**src/rtl/big_core_cr_arb_if.sv**
```systemverilog
// Requester and CR-memory port bundle for big_core_cr_arb.
// The slave modport is the arbiter side; the master modport is the requester/memory side.
interface big_core_cr_arb_if #(
  parameter int unsigned ADDR_W = 32,
  parameter int unsigned DATA_W = 32
);
  logic              r0_valid, r0_ready, r0_wr, r0_lock, r0_rvalid;
  logic [ADDR_W-1:0] r0_addr;
  logic [DATA_W-1:0] r0_wdata, r0_rdata;
  logic              r1_valid, r1_ready, r1_wr, r1_lock, r1_rvalid;
  logic [ADDR_W-1:0] r1_addr;
  logic [DATA_W-1:0] r1_wdata, r1_rdata;
  logic [ADDR_W-1:0] mem_address;
  logic [DATA_W-1:0] mem_data, mem_q;
  logic              mem_wren, mem_rden;
  logic              lock_err, last_grant;

  modport slave (
    input  r0_valid, r0_wr, r0_lock, r0_addr, r0_wdata,
    input  r1_valid, r1_wr, r1_lock, r1_addr, r1_wdata,
    input  mem_q,
    output r0_ready, r0_rvalid, r0_rdata,
    output r1_ready, r1_rvalid, r1_rdata,
    output mem_address, mem_data, mem_wren, mem_rden,
    output lock_err, last_grant
  );

  modport master (
    output r0_valid, r0_wr, r0_lock, r0_addr, r0_wdata,
    output r1_valid, r1_wr, r1_lock, r1_addr, r1_wdata,
    output mem_q,
    input  r0_ready, r0_rvalid, r0_rdata,
    input  r1_ready, r1_rvalid, r1_rdata,
    input  mem_address, mem_data, mem_wren, mem_rden,
    input  lock_err, last_grant
  );
endinterface

```
**src/rtl/big_core_cr_arb.sv**
```systemverilog
// Round-robin two-requester arbiter for the big_core CR memory port.
// Optional grant lock with hold timeout is enabled by defining BIG_CORE_CR_ARB_LOCK_EN.
module big_core_cr_arb #(
  parameter int unsigned ADDR_W   = 32,
  parameter int unsigned DATA_W   = 32,
  parameter int unsigned HOLD_MAX = 8
) (
  input  logic             Clk,
  input  logic             Rst_N,
  big_core_cr_arb_if.slave bus
);
  typedef enum logic [1:0] {IDLE, LOCK0, LOCK1} arb_state_e;

  arb_state_e        state_q, state_d;
  logic              rr_ptr_q, rr_ptr_d;
  logic              rd_pend_q, rd_pend_d;
  logic              rd_owner_q, rd_owner_d;
  logic              last_grant_q, last_grant_d;
  logic              gnt_vld_c, gnt_idx_c, lock_err_c;
  logic              g_wr_c;
  logic [ADDR_W-1:0] g_addr_c;
  logic [DATA_W-1:0] g_wdata_c;

`ifdef BIG_CORE_CR_ARB_LOCK_EN
  localparam int unsigned CNT_W = $clog2(HOLD_MAX + 1);
  logic             g_lock_c;
  logic [CNT_W-1:0] cnt_q, cnt_d;
  assign g_lock_c = gnt_idx_c ? bus.r1_lock : bus.r0_lock;
`else
  localparam int unsigned hold_max_unused = HOLD_MAX;
  logic lock_unused;
  assign lock_unused = bus.r0_lock ^ bus.r1_lock;
`endif

  assign g_wr_c    = gnt_idx_c ? bus.r1_wr    : bus.r0_wr;
  assign g_addr_c  = gnt_idx_c ? bus.r1_addr  : bus.r0_addr;
  assign g_wdata_c = gnt_idx_c ? bus.r1_wdata : bus.r0_wdata;

  // Grant selection; held off entirely while reset is asserted.
  always_comb begin
    gnt_vld_c = 1'b0;
    gnt_idx_c = 1'b0;
    unique case (state_q)
      LOCK0: gnt_vld_c = bus.r0_valid;
      LOCK1: begin
        gnt_vld_c = bus.r1_valid;
        gnt_idx_c = 1'b1;
      end
      default: begin
        gnt_vld_c = bus.r0_valid | bus.r1_valid;
        gnt_idx_c = (bus.r0_valid & bus.r1_valid) ? rr_ptr_q : bus.r1_valid;
      end
    endcase
    if (!Rst_N) gnt_vld_c = 1'b0;
  end

  // Next-state: priority rotation, read tracking and lock handling.
  always_comb begin
    state_d      = state_q;
    rr_ptr_d     = rr_ptr_q;
    rd_pend_d    = 1'b0;
    rd_owner_d   = rd_owner_q;
    last_grant_d = last_grant_q;
    lock_err_c   = 1'b0;
`ifdef BIG_CORE_CR_ARB_LOCK_EN
    cnt_d        = '0;
`endif
    if (gnt_vld_c) begin
      rr_ptr_d     = ~gnt_idx_c;
      last_grant_d = gnt_idx_c;
      rd_pend_d    = ~g_wr_c;
      rd_owner_d   = gnt_idx_c;
    end
`ifdef BIG_CORE_CR_ARB_LOCK_EN
    unique case (state_q)
      LOCK0, LOCK1: begin
        cnt_d = cnt_q + 1'b1;
        if (gnt_vld_c && !g_lock_c) begin
          state_d = IDLE;
          cnt_d   = '0;
        end
        // Timeout overrides a renewed lock and hands priority to the other side.
        if (cnt_q == CNT_W'(HOLD_MAX - 1)) begin
          state_d    = IDLE;
          cnt_d      = '0;
          lock_err_c = 1'b1;
          rr_ptr_d   = (state_q == LOCK0);
        end
      end
      default: begin
        if (gnt_vld_c && g_lock_c) state_d = gnt_idx_c ? LOCK1 : LOCK0;
      end
    endcase
`endif
  end

  always_ff @(posedge Clk or negedge Rst_N) begin
    if (!Rst_N) begin
      state_q      <= IDLE;
      rr_ptr_q     <= 1'b0;
      rd_pend_q    <= 1'b0;
      rd_owner_q   <= 1'b0;
      last_grant_q <= 1'b0;
`ifdef BIG_CORE_CR_ARB_LOCK_EN
      cnt_q        <= '0;
`endif
    end else begin
      state_q      <= state_d;
      rr_ptr_q     <= rr_ptr_d;
      rd_pend_q    <= rd_pend_d;
      rd_owner_q   <= rd_owner_d;
      last_grant_q <= last_grant_d;
`ifdef BIG_CORE_CR_ARB_LOCK_EN
      cnt_q        <= cnt_d;
`endif
    end
  end

  assign bus.r0_ready    = gnt_vld_c & ~gnt_idx_c;
  assign bus.r1_ready    = gnt_vld_c & gnt_idx_c;
  assign bus.mem_wren    = gnt_vld_c & g_wr_c;
  assign bus.mem_rden    = gnt_vld_c & ~g_wr_c;
  assign bus.mem_address = gnt_vld_c ? g_addr_c : '0;
  assign bus.mem_data    = gnt_vld_c ? g_wdata_c : '0;

  // The CR memory registers q, so the response lines up with the pending read.
  assign bus.r0_rvalid   = rd_pend_q & ~rd_owner_q;
  assign bus.r1_rvalid   = rd_pend_q & rd_owner_q;
  assign bus.r0_rdata    = (rd_pend_q & ~rd_owner_q) ? bus.mem_q : '0;
  assign bus.r1_rdata    = (rd_pend_q & rd_owner_q) ? bus.mem_q : '0;
  assign bus.lock_err    = lock_err_c;
  assign bus.last_grant  = last_grant_q;
endmodule

```
**src/flat_wrapper.sv**
```systemverilog
// flat-port wrapper written by rule: the top's interface ports become plain ports
module big_core_cr_arb_flat 
#(
  parameter int unsigned ADDR_W   = 32,
  parameter int unsigned DATA_W   = 32,
  parameter int unsigned HOLD_MAX = 8
)
  (Clk, Rst_N, bus_r0_valid, bus_r0_wr, bus_r0_lock, bus_r0_addr, bus_r0_wdata, bus_r1_valid, bus_r1_wr, bus_r1_lock, bus_r1_addr, bus_r1_wdata, bus_mem_q, bus_r0_ready, bus_r0_rvalid, bus_r0_rdata, bus_r1_ready, bus_r1_rvalid, bus_r1_rdata, bus_mem_address, bus_mem_data, bus_mem_wren, bus_mem_rden, bus_lock_err, bus_last_grant);
  big_core_cr_arb_if #(.ADDR_W(ADDR_W), .DATA_W(DATA_W)) bus_i ();
  input  logic Clk;
  input  logic Rst_N;
  input wire logic [$bits(bus_i.r0_valid)-1:0] bus_r0_valid;
  input wire logic [$bits(bus_i.r0_wr)-1:0] bus_r0_wr;
  input wire logic [$bits(bus_i.r0_lock)-1:0] bus_r0_lock;
  input wire logic [$bits(bus_i.r0_addr)-1:0] bus_r0_addr;
  input wire logic [$bits(bus_i.r0_wdata)-1:0] bus_r0_wdata;
  input wire logic [$bits(bus_i.r1_valid)-1:0] bus_r1_valid;
  input wire logic [$bits(bus_i.r1_wr)-1:0] bus_r1_wr;
  input wire logic [$bits(bus_i.r1_lock)-1:0] bus_r1_lock;
  input wire logic [$bits(bus_i.r1_addr)-1:0] bus_r1_addr;
  input wire logic [$bits(bus_i.r1_wdata)-1:0] bus_r1_wdata;
  input wire logic [$bits(bus_i.mem_q)-1:0] bus_mem_q;
  output wire logic [$bits(bus_i.r0_ready)-1:0] bus_r0_ready;
  output wire logic [$bits(bus_i.r0_rvalid)-1:0] bus_r0_rvalid;
  output wire logic [$bits(bus_i.r0_rdata)-1:0] bus_r0_rdata;
  output wire logic [$bits(bus_i.r1_ready)-1:0] bus_r1_ready;
  output wire logic [$bits(bus_i.r1_rvalid)-1:0] bus_r1_rvalid;
  output wire logic [$bits(bus_i.r1_rdata)-1:0] bus_r1_rdata;
  output wire logic [$bits(bus_i.mem_address)-1:0] bus_mem_address;
  output wire logic [$bits(bus_i.mem_data)-1:0] bus_mem_data;
  output wire logic [$bits(bus_i.mem_wren)-1:0] bus_mem_wren;
  output wire logic [$bits(bus_i.mem_rden)-1:0] bus_mem_rden;
  output wire logic [$bits(bus_i.lock_err)-1:0] bus_lock_err;
  output wire logic [$bits(bus_i.last_grant)-1:0] bus_last_grant;
  assign bus_i.r0_valid = bus_r0_valid;
  assign bus_i.r0_wr = bus_r0_wr;
  assign bus_i.r0_lock = bus_r0_lock;
  assign bus_i.r0_addr = bus_r0_addr;
  assign bus_i.r0_wdata = bus_r0_wdata;
  assign bus_i.r1_valid = bus_r1_valid;
  assign bus_i.r1_wr = bus_r1_wr;
  assign bus_i.r1_lock = bus_r1_lock;
  assign bus_i.r1_addr = bus_r1_addr;
  assign bus_i.r1_wdata = bus_r1_wdata;
  assign bus_i.mem_q = bus_mem_q;
  assign bus_r0_ready = bus_i.r0_ready;
  assign bus_r0_rvalid = bus_i.r0_rvalid;
  assign bus_r0_rdata = bus_i.r0_rdata;
  assign bus_r1_ready = bus_i.r1_ready;
  assign bus_r1_rvalid = bus_i.r1_rvalid;
  assign bus_r1_rdata = bus_i.r1_rdata;
  assign bus_mem_address = bus_i.mem_address;
  assign bus_mem_data = bus_i.mem_data;
  assign bus_mem_wren = bus_i.mem_wren;
  assign bus_mem_rden = bus_i.mem_rden;
  assign bus_lock_err = bus_i.lock_err;
  assign bus_last_grant = bus_i.last_grant;
  big_core_cr_arb #(.ADDR_W(ADDR_W), .DATA_W(DATA_W), .HOLD_MAX(HOLD_MAX)) u_core (.Clk(Clk), .Rst_N(Rst_N), .bus(bus_i));
endmodule
```
**config.mk**
```make
export PLATFORM = sky130hd
export DESIGN_NAME = big_core_cr_arb_flat
export DESIGN_NICKNAME = d
export VERILOG_FILES = /design/src/rtl/big_core_cr_arb_if.sv /design/src/rtl/big_core_cr_arb.sv /design/src/flat_wrapper.sv
export SDC_FILE = /design/constraint.sdc
export NUM_CORES = 1
export LEC_CHECK = 0
export ABC_AREA = 1
export CAP_MARGIN = 20
export CORE_AREA = 2 2 118 120
export CTS_CLUSTER_SIZE = 25
export DETAILED_ROUTE_END_ITERATION = 16
export DIE_AREA = 0 0 120 122
export PLACE_DENSITY = 0.58
export SLEW_MARGIN = 20
export SYNTH_ARGS = -nofsm -noshare
export SYNTH_HDL_FRONTEND = slang
export SYNTH_SLANG_ARGS = --single-unit
```
**constraint.sdc**
```tcl
create_clock -name Clk -period 3.8 [get_ports Clk]
set_clock_uncertainty 0.15 [all_clocks]
set_input_delay 0.76 -clock Clk [delete_from_list [all_inputs] [get_ports Clk]]
set_output_delay 0.76 -clock Clk [all_outputs]
set_load 0.005 [all_outputs]
```
==> summary.md <==
| Metric | Value |
|---|---|
| Place WS | `0.222 ns` |
| Total chip power | `721 uW` |
| Seq cells post-synth | `3` |
| TritonCTS clock tree | `built` |
| Synth unique cells | `13` |
| Overall Global Routing Usage | `12.3%` |
| RSZ-0062 raised after global routing | `false` |
| Antenna Nets Post-Route | `0` |
| Chip height | `approximately 120 um` |
| Crit path max fanout | `30` |
| Routability cong. | `0.735` |
| Hold path cells | `2` |
| Final Hold Viols | `0` |
| Max frequency | `approximately 0.28 GHz` |
| DP HPWL | `roughly 8.4 mm` |
| WL/cell | `approximately 12 um` |
| Req. time, crit path | `2.89 ns` |
| CP Capture Type | `primary output` |
| # DRC | `0` |
| Worst setup margin | `0.260 ns` |
| Antenna diode count | `0` |
| Util after Layout | `35.3%` |
| Total clock buffers created by CTS | `3` |
| Syn Area/Cell | `about 4.4 um2` |
| Hold bufs inserted after CTS | `0` |
| Layout cells sized above 1 | `2.68%` |
| # resized after CTS | `0` |
| Leakage power total | `0.00218 uW` |
| Clock tree buffer depth | `2` |
| Initial antenna violation count | `0` |
| Largest net degree at the start of global routing | `44` |
| Slew Viols, Final | `0` |
| R2R Path Start | `u_core.rr_ptr_q$_DFFE_PN0P_` |
| First-pass GRT wire length | `14.6 mm` |
| Final-report setup violation count | `0` |
| Setup crit start kind | `input pin` |
| Period Utilization, post-route | `93.2%` |
| Vias in the first global route | `about 3.1k` |
| Area leader, netlist | `nand2_1` |
| Final min period | `3.54 ns` |
| Syn nets | `516` |
| Most frequent cells in the layout | `clkdlybuf4s50_1 (300), nand2_1 (136), nor2_1 (67)` |
| Grt ovf | `0` |
| Actual slew at the worst max-slew pin | `0.767 ns` |
| Post-synth top area share | `33.9%` |
| # rows | `43` |
| Synth Instances | `348` |
| Most common cell after layout, fill and taps aside | `clkdlybuf4s50_1` |
| Setup tns final | `0 ns` |
| Synth area leaders | `nand2_1 (34%), nand3_1 (22%), nor2_1 (17%)` |
| Worst-path clk slew | `0.03 ns` |
| Initial Util | `between 10% and 20%` |
| Maximum VDD drop | `about 110 uV` |
| Setup Buffers After CTS | `0` |
| Worst setup path endpoint | `bus_mem_address[21]` |
| Seq/Total Area, Yosys | `4.95%` |
| R2R cell count | `7` |
| Synth Warn # | `0` |
| Clock Sinks | `3` |
| Worst skew pair latency | `0.22 ns` |
| Num ports | `between 300 and 400` |
| Clk root buf | `clkbuf_16` |
| Initial drt markers | `63` |
| Reg-to-Reg End | `u_core.rd_pend_q$_DFF_PN0_` |
| Final WL | `approximately 9.9 mm` |
| DRT Pass-1 Iters | `5` |
| Crit. Startpoint | `bus_r1_valid` |
| Relative slew slack | `48.7%` |
| Hold Path Class | `flip-flop to flip-flop` |
| Die width | `120 um` |
| H-tree level count | `1` |
| PortBufs | `300` |
| WP data arrival | `approximately 2.6 ns` |
| Pwr Density | `151 nW/um2` |
| MaxCap Viol Count | `0` |
| # nets final | `803` |
| Hold Path Origin | `u_core.rr_ptr_q$_DFFE_PN0P_` |
| Inst Count DP | `slightly above 800` |
| Status | `finished, final reports clean` |
| Core ar. | `13500 um2` |
| Setup CP Type | `input pin to primary output` |
| Synthesized area | `1520 um2` |
| Routed vias/inst | `3.88` |
| Cell Count, Final, Fillers Out | `roughly 810` |
| R2R setup slack | `2.42 ns` |
| Layout area overhead | `214%` |
| Via count | `3155` |
| Die Area | `14600 um2` |
==> sequential cells by signal (all words and copies together), names as in the netlist <==
register,flops
u_core.rd_pend_q,1
u_core.rr_ptr_q,1
u_core.bus.last_grant,1
==> Yosys cell counts, drive strengths merged <==
| cell | n |
|---|---|
| nand2 | 138 |
| nor2 | 69 |
| nand3 | 66 |
| inv | 40 |
| buf | 19 |
| clkbuf | 9 |
| dfrtp | 3 |
| o21ai | 3 |
| conb | 1 |
==> logic make-up (layout without fill, tap and decap cells) <==
kind of cell	Yosys count	after routing	synth area share, %
AND/OR/NAND/NOR	273	273	73.5
buffers and inverters	68	354	20.4
AO/OA/AOI/OAI	3	3	0.989
flip-flops	3	3	4.95
other	1	1	0.247
==> critical path, stage by stage <==
cell             delay (ns)
clkdlybuf4s50_1        0.56
nand2_2                0.15
nor2_4                 0.14
buf_4                  0.31
nand2_1                0.08
nand2_1                0.09
clkdlybuf4s50_1        0.52
==> layer usage <==
| layer | vias to the layer above | wire length [um] | track usage [%] |
|---|---|---|---|
| li1 | 1615 | - | - |
| met5 | - | 0 | 0 |
| met3 | 4 | 1130 | 4.54 |
| met1 | 1353 | 3690 | 12.9 |
| met4 | 0 | 51 | 2.65 |
| met2 | 183 | 4990 | 23.2 |
==> layout make-up <==
class | instances | area [um2]
fillers | 1452 | 8740
inverters | 40 | 150
repair buffers | 310 | 3090
flip-flops and latches | 3 | 75.1
multi-input cells | 277 | 1150
well taps | 180 | 225
clock buffers | 4 | 78.8
==> through the flow <==
step,hold WS (ns),cell area [um2]
floorplan,0.314,1520
detailed placement,0.394,4680
CTS,0.401,4760
global route,0.467,4770
global placement,0.379,4680
finish,0.394,4770
==> worst min path at each step <==
stage	to	slack (ns)
6_report	u_core.rr_ptr_q$_DFFE_PN0P_	0.39
5_1_grt	u_core.rr_ptr_q$_DFFE_PN0P_	0.47
4_1_cts	u_core.rr_ptr_q$_DFFE_PN0P_	0.40
3_5_place_dp	u_core.rr_ptr_q$_DFFE_PN0P_	0.39
3_3_place_gp	u_core.bus.last_grant$_DFFE_PN0P_	0.38
2_1_floorplan	u_core.bus.last_grant$_DFFE_PN0P_	0.31
==> where the power goes <==
part	switching [uW]	internal, uW
logic	184	332
registers	2.61	35.9
clock network	27.8	138
No activity file was read; power rests on OpenSTA's default activity.
